<file path="config.mk">
export PLATFORM = sky130hd
export DESIGN_NAME = fmap_tap_gen
export DESIGN_NICKNAME = d
export VERILOG_FILES = /design/src/rtl/fmap_tap_gen.sv
export SDC_FILE = /design/constraint.sdc
export NUM_CORES = 2
export LEC_CHECK = 0
export BUFFER_PORTS_ARGS = -buffer_cell sky130_fd_sc_hd__buf_2
export CAP_MARGIN = 0
export CELL_PAD_IN_SITES_DETAIL_PLACEMENT = 1
export CELL_PAD_IN_SITES_GLOBAL_PLACEMENT = 2
export CORE_MARGIN = 10
export CORE_UTILIZATION = 44
export CTS_BUF_LIST = sky130_fd_sc_hd__clkbuf_16
export DETAILED_ROUTE_END_ITERATION = 10
export GPL_ROUTABILITY_DRIVEN = 0
export MAX_ROUTING_LAYER = met4
export PLACE_DENSITY_LB_ADDON = 0.1
export SLEW_MARGIN = 10
export SYNTH_ARGS = -nofsm -noshare
export SYNTH_HDL_FRONTEND = slang
export SYNTH_SLANG_ARGS = --single-unit
</file>
<file path="constraint.sdc">
create_clock -name clk -period 4.3 [get_ports clk]
set_input_delay 0.215 -clock clk [delete_from_list [all_inputs] [get_ports clk]]
set_output_delay 0.215 -clock clk [all_outputs]
set_load 0.03 [all_outputs]
</file>
<file path="src/rtl/fmap_tap_gen.sv">
// fmap_tap_gen: feature-map tap generator for the 2D convolution engine.
//
// Turns a raster-order pixel stream into KERNEL_SIZE-row column vectors. A line
// buffer of KERNEL_SIZE-1 row memories holds the previous rows; each accepted
// pixel emits the column {newest .. oldest} and shifts that column up by one row.
// After the last pixel of a frame the block runs FMAP_SIZE+3 flush cycles with
// conv_ena high and a zero tap, then pulses conv_clear/frame_done for one cycle.
//
// Optional build macro:
//   TAPGEN_ROW_MASK_EN - slots whose source row lies above the top of the frame
//                        read as zero instead of stale buffer contents.
//
// Ports:
//   clk        - clock
//   rst_n      - asynchronous active-low reset
//   pix_in     - raster pixel, row-major, row 0 first
//   pix_valid  - pix_in valid
//   pix_ready  - pixel accepted when pix_valid & pix_ready (combinational from state)
//   tap        - column vector, slot i at [(i+1)*DATA_WIDTH-1 -: DATA_WIDTH],
//                slot KERNEL_SIZE-1 is the newest pixel (registered)
//   conv_ena   - engine enable aligned with tap (registered)
//   conv_clear - one-cycle engine clear pulse between frames (registered)
//   conv_done  - engine done flag, expected on the final flush cycle
//   frame_done - one-cycle pulse, frame fully processed (registered)
//   sync_err   - sticky: conv_done was low on the final flush cycle
module fmap_tap_gen #(
  parameter int unsigned DATA_WIDTH  = 16,
  parameter int unsigned FMAP_SIZE   = 32,
  parameter int unsigned KERNEL_SIZE = 5    // must be >= 2
) (
  input  logic                              clk,
  input  logic                              rst_n,
  input  logic [DATA_WIDTH-1:0]             pix_in,
  input  logic                              pix_valid,
  output logic                              pix_ready,
  output logic [DATA_WIDTH*KERNEL_SIZE-1:0] tap,
  output logic                              conv_ena,
  output logic                              conv_clear,
  input  logic                              conv_done,
  output logic                              frame_done,
  output logic                              sync_err
);

  localparam int unsigned CNT_W   = (FMAP_SIZE > 1) ? $clog2(FMAP_SIZE) : 1;
  localparam int unsigned FLUSH_W = $clog2(FMAP_SIZE + 3);
  localparam int unsigned TAP_W   = DATA_WIDTH * KERNEL_SIZE;
  localparam int          NBUF    = KERNEL_SIZE - 1;

  localparam logic [CNT_W-1:0]   LAST_IDX   = CNT_W'(FMAP_SIZE - 1);
  localparam logic [FLUSH_W-1:0] FLUSH_LAST = FLUSH_W'(FMAP_SIZE + 2);

  typedef enum logic [1:0] {
    StIdle,
    StStream,
    StFlush,
    StClear
  } state_t;

  state_t state_q, state_d;

  logic [CNT_W-1:0]   col_q, row_q;
  logic [FLUSH_W-1:0] flush_cnt_q;

  logic [TAP_W-1:0] tap_q, tap_d, tap_new;
  logic             ena_q, ena_d;
  logic             clear_q, clear_d;
  logic             done_pulse_q;
  logic             sync_err_q;

  logic stream_ph;   // states in which pixels are accepted
  logic accept;
  logic col_last, row_last, last_pix;
  logic flush_last;
  logic sync_fail;

  // Line buffer: line_buf[k] holds the row that feeds tap slot k.
  logic [DATA_WIDTH-1:0] line_buf [NBUF][FMAP_SIZE];

  // Decoded from the state register only, so accept has no path back into pix_ready.
  assign stream_ph  = (state_q == StIdle) || (state_q == StStream);
  assign accept     = pix_valid & stream_ph;
  assign col_last   = (col_q == LAST_IDX);
  assign row_last   = (row_q == LAST_IDX);
  assign last_pix   = col_last & row_last;
  assign flush_last = (flush_cnt_q == FLUSH_LAST);

  // conv_done is sampled on the final flush cycle; the engine must be done by then.
  assign sync_fail  = (state_q == StFlush) && flush_last && !conv_done;

  //--------------------------------------------------------------------------
  // FSM: state register
  //--------------------------------------------------------------------------
  always_ff @(posedge clk or negedge rst_n) begin
    if (!rst_n) begin
      state_q <= StIdle;
    end else begin
      state_q <= state_d;
    end
  end

  //--------------------------------------------------------------------------
  // FSM: next-state logic
  //--------------------------------------------------------------------------
  always_comb begin
    state_d = state_q;
    unique case (state_q)
      StIdle: begin
        if (accept) begin
          state_d = last_pix ? StFlush : StStream;
        end
      end
      StStream: begin
        if (accept && last_pix) begin
          state_d = StFlush;
        end
      end
      StFlush: begin
        if (flush_last) begin
          state_d = StClear;
        end
      end
      StClear: begin
        state_d = StIdle;
      end
      default: begin
        state_d = StIdle;
      end
    endcase
  end

  //--------------------------------------------------------------------------
  // FSM: outputs (pix_ready directly, registered outputs via their next values)
  //--------------------------------------------------------------------------
  always_comb begin
    pix_ready = 1'b0;
    ena_d     = 1'b0;
    clear_d   = 1'b0;
    tap_d     = tap_q;   // stalls hold the last column
    unique case (state_q)
      StIdle, StStream: begin
        pix_ready = 1'b1;
        if (accept) begin
          ena_d = 1'b1;
          tap_d = tap_new;
        end
      end
      StFlush: begin
        ena_d = 1'b1;
        tap_d = '0;
      end
      StClear: begin
        clear_d = 1'b1;
      end
      default: begin
        pix_ready = 1'b0;
      end
    endcase
  end

  //--------------------------------------------------------------------------
  // Column counter, row counter and flush counter
  //--------------------------------------------------------------------------
  always_ff @(posedge clk or negedge rst_n) begin
    if (!rst_n) begin
      col_q       <= '0;
      row_q       <= '0;
      flush_cnt_q <= '0;
    end else begin
      if (accept) begin
        if (col_last) begin
          col_q <= '0;
          row_q <= row_last ? '0 : row_q + 1'b1;
        end else begin
          col_q <= col_q + 1'b1;
        end
      end
      if (state_q == StFlush) begin
        flush_cnt_q <= flush_last ? '0 : flush_cnt_q + 1'b1;
      end
    end
  end

  //--------------------------------------------------------------------------
  // Row-valid flags and tap assembly
  //--------------------------------------------------------------------------
`ifdef TAPGEN_ROW_MASK_EN
  logic [NBUF-1:0] rv_q;

  // At each row end the newest buffered row becomes valid and older ones shift
  // toward slot 0, so in row r exactly slots k >= K-1-r are valid.
  always_ff @(posedge clk or negedge rst_n) begin
    if (!rst_n) begin
      rv_q <= '0;
    end else if (state_q == StClear) begin
      rv_q <= '0;
    end else if (accept && col_last) begin
      rv_q <= NBUF'({1'b1, rv_q} >> 1);
    end
  end

  always_comb begin
    tap_new = '0;
    for (int k = 0; k < NBUF; k++) begin
      tap_new[k*DATA_WIDTH +: DATA_WIDTH] = rv_q[k] ? line_buf[k][col_q] : '0;
    end
    tap_new[NBUF*DATA_WIDTH +: DATA_WIDTH] = pix_in;
  end
`else
  always_comb begin
    tap_new = '0;
    for (int k = 0; k < NBUF; k++) begin
      tap_new[k*DATA_WIDTH +: DATA_WIDTH] = line_buf[k][col_q];
    end
    tap_new[NBUF*DATA_WIDTH +: DATA_WIDTH] = pix_in;
  end
`endif

  //--------------------------------------------------------------------------
  // Line buffer: shift the current column up one row, newest pixel at the top.
  // Contents are not reset; stale data is either masked or don't-care.
  //--------------------------------------------------------------------------
  always_ff @(posedge clk) begin
    if (accept) begin
      for (int k = 0; k < NBUF - 1; k++) begin
        line_buf[k][col_q] <= line_buf[k+1][col_q];
      end
      line_buf[NBUF-1][col_q] <= pix_in;
    end
  end

  //--------------------------------------------------------------------------
  // Registered outputs
  //--------------------------------------------------------------------------
  always_ff @(posedge clk or negedge rst_n) begin
    if (!rst_n) begin
      tap_q        <= '0;
      ena_q        <= 1'b0;
      clear_q      <= 1'b0;
      done_pulse_q <= 1'b0;
      sync_err_q   <= 1'b0;
    end else begin
      tap_q        <= tap_d;
      ena_q        <= ena_d;
      clear_q      <= clear_d;
      done_pulse_q <= clear_d;
      sync_err_q   <= sync_err_q | sync_fail;
    end
  end

  assign tap        = tap_q;
  assign conv_ena   = ena_q;
  assign conv_clear = clear_q;
  assign frame_done = done_pulse_q;
  assign sync_err   = sync_err_q;

endmodule

</file>
# Yosys cells after proc, flatten, opt, wreduce, memory -nomap -nowiden
# Memories as Yosys holds them, arrays and structs flattened.
# Index checks and enable logic that the tools add are counted.
dict set report word_totals {
  ff_bits 101
  ramBits 2048
  inputBits 20
  out_inout_bits 85
  word_cells 69
  n_memories 1
}
# name words word_bits rd rd_clocked_by_memory_dff wr line
set memory_table {}
lappend memory_table {line_buf 4 512 4 0 4 77} ;# logic [DATA_WIDTH-1:0] line_buf [NBUF][FMAP_SIZE];
dict set report classes {
  n_addsub 3
  magnitude_cmp 2
  eq_ne 10
  muxes 29
  bitwise_logic 4
  n_reduce_logical 12
}
# cell count
set op_table {}
lappend op_table {{512-bit two-way mux} 1}
lappend op_table {{16-bit binary-select mux with 5-bit select} 4}
lappend op_table {{80-bit one-hot mux with 2 select lines} 1}
lappend op_table {{16-bit two-way mux} 9}
lappend op_table {{16-bit demux with 5-bit select} 1}
lappend op_table {{80-bit two-way mux} 1}
lappend op_table {{5-bit by 1-bit adder with 5-bit output (second input constant)} 2}
lappend op_table {{5-bit == test (second input constant)} 2}
lappend op_table {{5-bit two-way mux} 2}
lappend op_table {{2-bit two-way mux} 4}
lappend op_table {{2-bit one-hot mux with 4 select lines} 1}
lappend op_table {{6-bit by 1-bit adder with 6-bit output (second input constant)} 1}
lappend op_table {{6-bit == test (second input constant)} 1}
lappend op_table {{6-bit greater-or-equal comparator (second input constant)} 1}
lappend op_table {{6-bit by 1-bit less-than comparator with 1-bit output (second input constant)} 1}
lappend op_table {{6-bit two-way mux} 1}
lappend op_table {{2-bit inequality test (second input constant)} 3}
lappend op_table {{5-bit inverter with 6-bit output} 1}
lappend op_table {{2-bit == test (second input constant)} 2}
lappend op_table {{1-bit logical AND} 4}
lappend op_table {{2-bit AND reduction} 2}
lappend op_table {{1-bit two-way mux} 3}
lappend op_table {{3-bit AND reduction} 1}
lappend op_table {{1-bit bitwise AND} 2}
lappend op_table {{other kinds (9)} 9}

# Logic depth before layout (Yosys ltp)
dict set report depth {
  ltp_word 6
  depth_mapped 9
  ltp_nobuf 7
}

# Least setup slack after synthesis
# Ideal clock, no wire load.
dict set report synth_timing {
  path_kind {flip-flop to flip-flop}
  from {register col_q[1]}
  to {memory line_buf[0][32] in the netlist's numbering (enable)}
  setup_ns 0.487
  arrival_ns 4.171
  slack_ns -0.357
  stages_incl_launch_ff 9
  path_buffers 4
  synth_period_minus_slack_ns 4.657
  cell_sequence {dfrtp_1 buf_4 buf_2 buf_2 buf_2 inv_1 ha_1 nand2_1 nor2_1}
}
# element line
set synth_rtl {}
lappend synth_rtl {{start, declared} 61} ;# logic [CNT_W-1:0] col_q, row_q;
lappend synth_rtl {{start signal, assigned} 174} ;# col_q <= col_q + 1'b1;
lappend synth_rtl {{end, declared} 77}

# Worst setup path after layout
dict set report layout_timing {
  from {register col_q[3]}
  to {register tap_q[20], in the netlist tap[20]}
}
dict set report layout_via {
  elab_chain_cells 6
}
# element line
set layout_rtl {}
lappend layout_rtl {{5-bit inverter with 6-bit output (not written as such)} 212} ;# tap_new[k*DATA_WIDTH +: DATA_WIDTH] = line_buf[k][col_q];
lappend layout_rtl {{16-bit binary-select mux with 5-bit select} 212}
lappend layout_rtl {{16-bit two-way mux (not written as such) (2 in series)} 212}
lappend layout_rtl {{named net tap_new[20]} 64} ;# logic [TAP_W-1:0] tap_q, tap_d, tap_new;
lappend layout_rtl {{80-bit two-way mux} 142} ;# if (accept) begin
lappend layout_rtl {{80-bit one-hot mux with 2 select lines} 139} ;# unique case (state_q)
lappend layout_rtl {{end signal, assigned} 242} ;# tap_q <= tap_d;
lappend layout_rtl {{end, declared} 64}
# The timed path passes the listed nets, and every way through them passes these cells. The select of a mux whose other input is x is not followed.
# A chain may end at the register's enable or synchronous reset.

==> results.sh <==
export IMPL_outcome="completed"
export IMPL_yosysUniqueCellTypes=37
export IMPL_slew_headroom_pct=30.7
export IMPL_synth_common_cells="edfxtp_1 (2,048), mux2i_1 (1,025), o22ai_1 (512)"
export IMPL_hold_slack_ns=0.435
export IMPL_grt_pass1_wl_mm=357
export IMPL_port_buffers=104
export IMPL_grt_use_total_pct=25.5
export IMPL_endpoint_kind="flip-flop"
export IMPL_yosysMostFrequentCell="edfxtp_1"
export IMPL_synth_ff_type="edfxtp_1"
export IMPL_dieArea_sq_um=203000
export IMPL_postRouteAntennaNets=0
export IMPL_synthesis_nets=4426
export IMPL_cts_tree="yes"
export IMPL_syn_area_per_cell_sq_um=18.5
export IMPL_ctsRootBufferMaster="clkbuf_16"
export IMPL_setup_viol=0
export IMPL_grt_antenna_before_repair=3
export IMPL_critPathLaunchType="flip-flop"
export IMPL_hold_path_class="in2reg"
export IMPL_dieHeight_microns=450
export IMPL_cap_violations=0
export IMPL_hpwl_mm=135
export IMPL_drt_first_pass_iters=5
export IMPL_synthArstFlopShare_pct=4.70
export IMPL_synth_area_sq_um=81400
export IMPL_synth_area_leaders="edfxtp_1 (76%), mux2i_1 (13%), o22ai_1 (3.9%), dfrtp_1 (3.1%), nor4_1 (0.99%)"
export IMPL_drive_gt1_share_pct=13.6
export IMPL_yosysWarnings=0
export IMPL_clkTransAtPathRegs_ns=0.07
export IMPL_cts_resized=0
export IMPL_die_w_microns=450
export IMPL_critPathMaxStageDelay_ns=0.97
export IMPL_timing_fmax_mhz=262
export IMPL_synth_seq_area_share_pct=78.6
export IMPL_clock_path_buffers=3
export IMPL_vias_per_cell=6.01
export IMPL_r2r_start="col_q[3]"
export IMPL_slew_viol_final=0
export IMPL_insertion_delay_ns=0.86
export IMPL_syn_to_final_growth_pct=15.2
export IMPL_wl_met3_mm=14.2
export IMPL_arrival_ns=4.55
export IMPL_synth_edf_count=2048
export IMPL_cts_sinks=2149
export IMPL_placed_cell_area_sq_um=86900
export IMPL_holdPathEnd="line_buf[3][386]"
export IMPL_netlist_instances=4392
export IMPL_drt_met1_wl_mm=114
export IMPL_holdPathStages=2
export IMPL_core_area_sq_um=183000
export IMPL_fp_row_count=157
export IMPL_fill_cells=16600
export IMPL_wire_per_inst_microns=34.9
export IMPL_worstMarginPinSlew_ns=1.04
export IMPL_synth_top_area_share_pct=75.5
export IMPL_worst_path_max_delay_cell="dfrtp_1"
export IMPL_fin_area_sq_um=93800
export IMPL_synth_seq_cells=2149
export IMPL_top_layer_used="met4"
export IMPL_powerDensity_nw_per_um2=732
export IMPL_finClkSkew_ns=0.0327
export IMPL_reg2reg_to="tap[20]"
export IMPL_routed_wl_mm=258
export IMPL_grt_ovfl_total=0
export IMPL_htreeDepth=4
export IMPL_hp_start="pix_in[2]"
export IMPL_io_pins=105
export IMPL_fin_crit_ns=3.82
export IMPL_via_count=44400
export IMPL_critPathRequiredTime_ns=5.04
export IMPL_crit_fanout=33
export IMPL_cts_made_buffers=220
export IMPL_synth_top_area_cell="edfxtp_1"
export IMPL_worstPathCellList="nand4bb_4, buf_12, o22ai_1, nor4_1, nand2_1, buf_4, a22o_1"
export IMPL_nets=4750
export IMPL_cpLargestDelayFamily="simple AND/OR/NAND/NOR gates"
export IMPL_grt_setup_unrepaired="no"
export IMPL_period_share_pct=88.8
export IMPL_grt_max_degree=77
export IMPL_r2r_worst_path_cells=7
export IMPL_hold_viol=0
export IMPL_ir_drop_v=0.000498
export IMPL_start_util_pct=44.4
export IMPL_worst_path_buf_inv=2
export IMPL_routed_wl_met2_mm=124
export IMPL_drt_iter0_markers=4699
export IMPL_crit_type="reg2reg"
export IMPL_grt_pass1_vias=44600
export IMPL_remaining_drc_errors=0
export IMPL_reg2reg_slack_ns=0.48
export IMPL_p_leak_nw=32.4
-- layout make-up --
| type | count | area [sq um] | area share, % |
|---|---|---|---|
| flip-flops and latches | 2149 | 64000 | 68.2 |
| multi-input cells | 1979 | 16500 | 17.6 |
| clock buffers | 222 | 5560 | 5.92 |
| repair buffers | 357 | 3410 | 3.63 |
| well taps | 2464 | 3080 | 3.29 |
| clock inverters | 194 | 1190 | 1.27 |
| inverters | 9 | 33.8 | 0.0360 |
| diodes | 1 | 2.50 | 0.00267 |
-- registers in the layout (all words and copies together), names as in the netlist --
register / cells
conv_ena: 1
frame_done: 1
row_q: 5
tap: 80
col_q: 5
sync_err: 1
line_buf: 2048
flush_cnt_q: 6
state_q: 2
-- power breakdown --
group          total, mW  switching [mW]  internal [mW]
Clock               17.9            7.99           9.92
Combinational       20.0            14.2           5.80
Sequential          30.8           0.816           30.0
Total               68.7            23.0           45.7
-- what timing repair did --
item                                    CTS  global route
hold buffers                             22             0
setup buffers                             0             0
endpoints found under the setup margin    0             0
hold endpoints to repair                603             0
-- cells in the final DEF (no fill, tap or decap), drive strengths merged, types with 36 or more instances in the layout --
cell and count:
a22o 64, buf 335, clkbuf 222, clkinv 108
dfrtp 101, edfxtp 2048, inv 82, mux2i 1025
nand2 115, nor2 36, nor4 129, o22ai 512
-- layer usage --
metal,vias up,GRT usage (%)
met3,310,3.41
met4,0,5.51
li1,18500,-
met2,1373,40.4
met5,-,-
met1,24100,35.3
-- stage by stage --
stage                     power, mW  worst slack (ns)  TNS (ns)  cells  utilization, %
after global routing           71.1             0.279         0   7374            51.1
final                          68.7             0.482         0   7375            51.1
after detailed placement       51.1             0.521         0   6936            47.3
after global placement         50.7             0.686         0   6936            47.3
after floorplan                42.3            -0.357   -533.44   4392               -
after CTS                      69.0             0.505         0   7374            51.1
-- how the worst max path moves through the flow --
stage	from	endpoint	slack (ns)	cells after the start
after global placement	col_q[4]	tap[43]	0.69	7
after detailed placement	col_q[3]	tap[20]	0.52	7
final	col_q[3]	tap[20]	0.48	7
after CTS	col_q[3]	tap[20]	0.51	7
after global routing	col_q[3]	tap[20]	0.28	7
after floorplan	col_q[1]	line_buf[0][32]	-0.36	8
-- cells by family after synthesis --
kind of cell | Yosys count | share of synthesized area, %
muxes | 1028 | 12.6
AOI/OAI and AO/OA | 613 | 4.87
buffers and inverters | 264 | 1.54
and+or+nand+nor | 320 | 2.06
DFF | 2149 | 78.6
adders and majority gates | 14 | 0.215
xor gates and xnor gates | 4 | 0.0430
No activity file was read; power rests on OpenSTA's default activity.
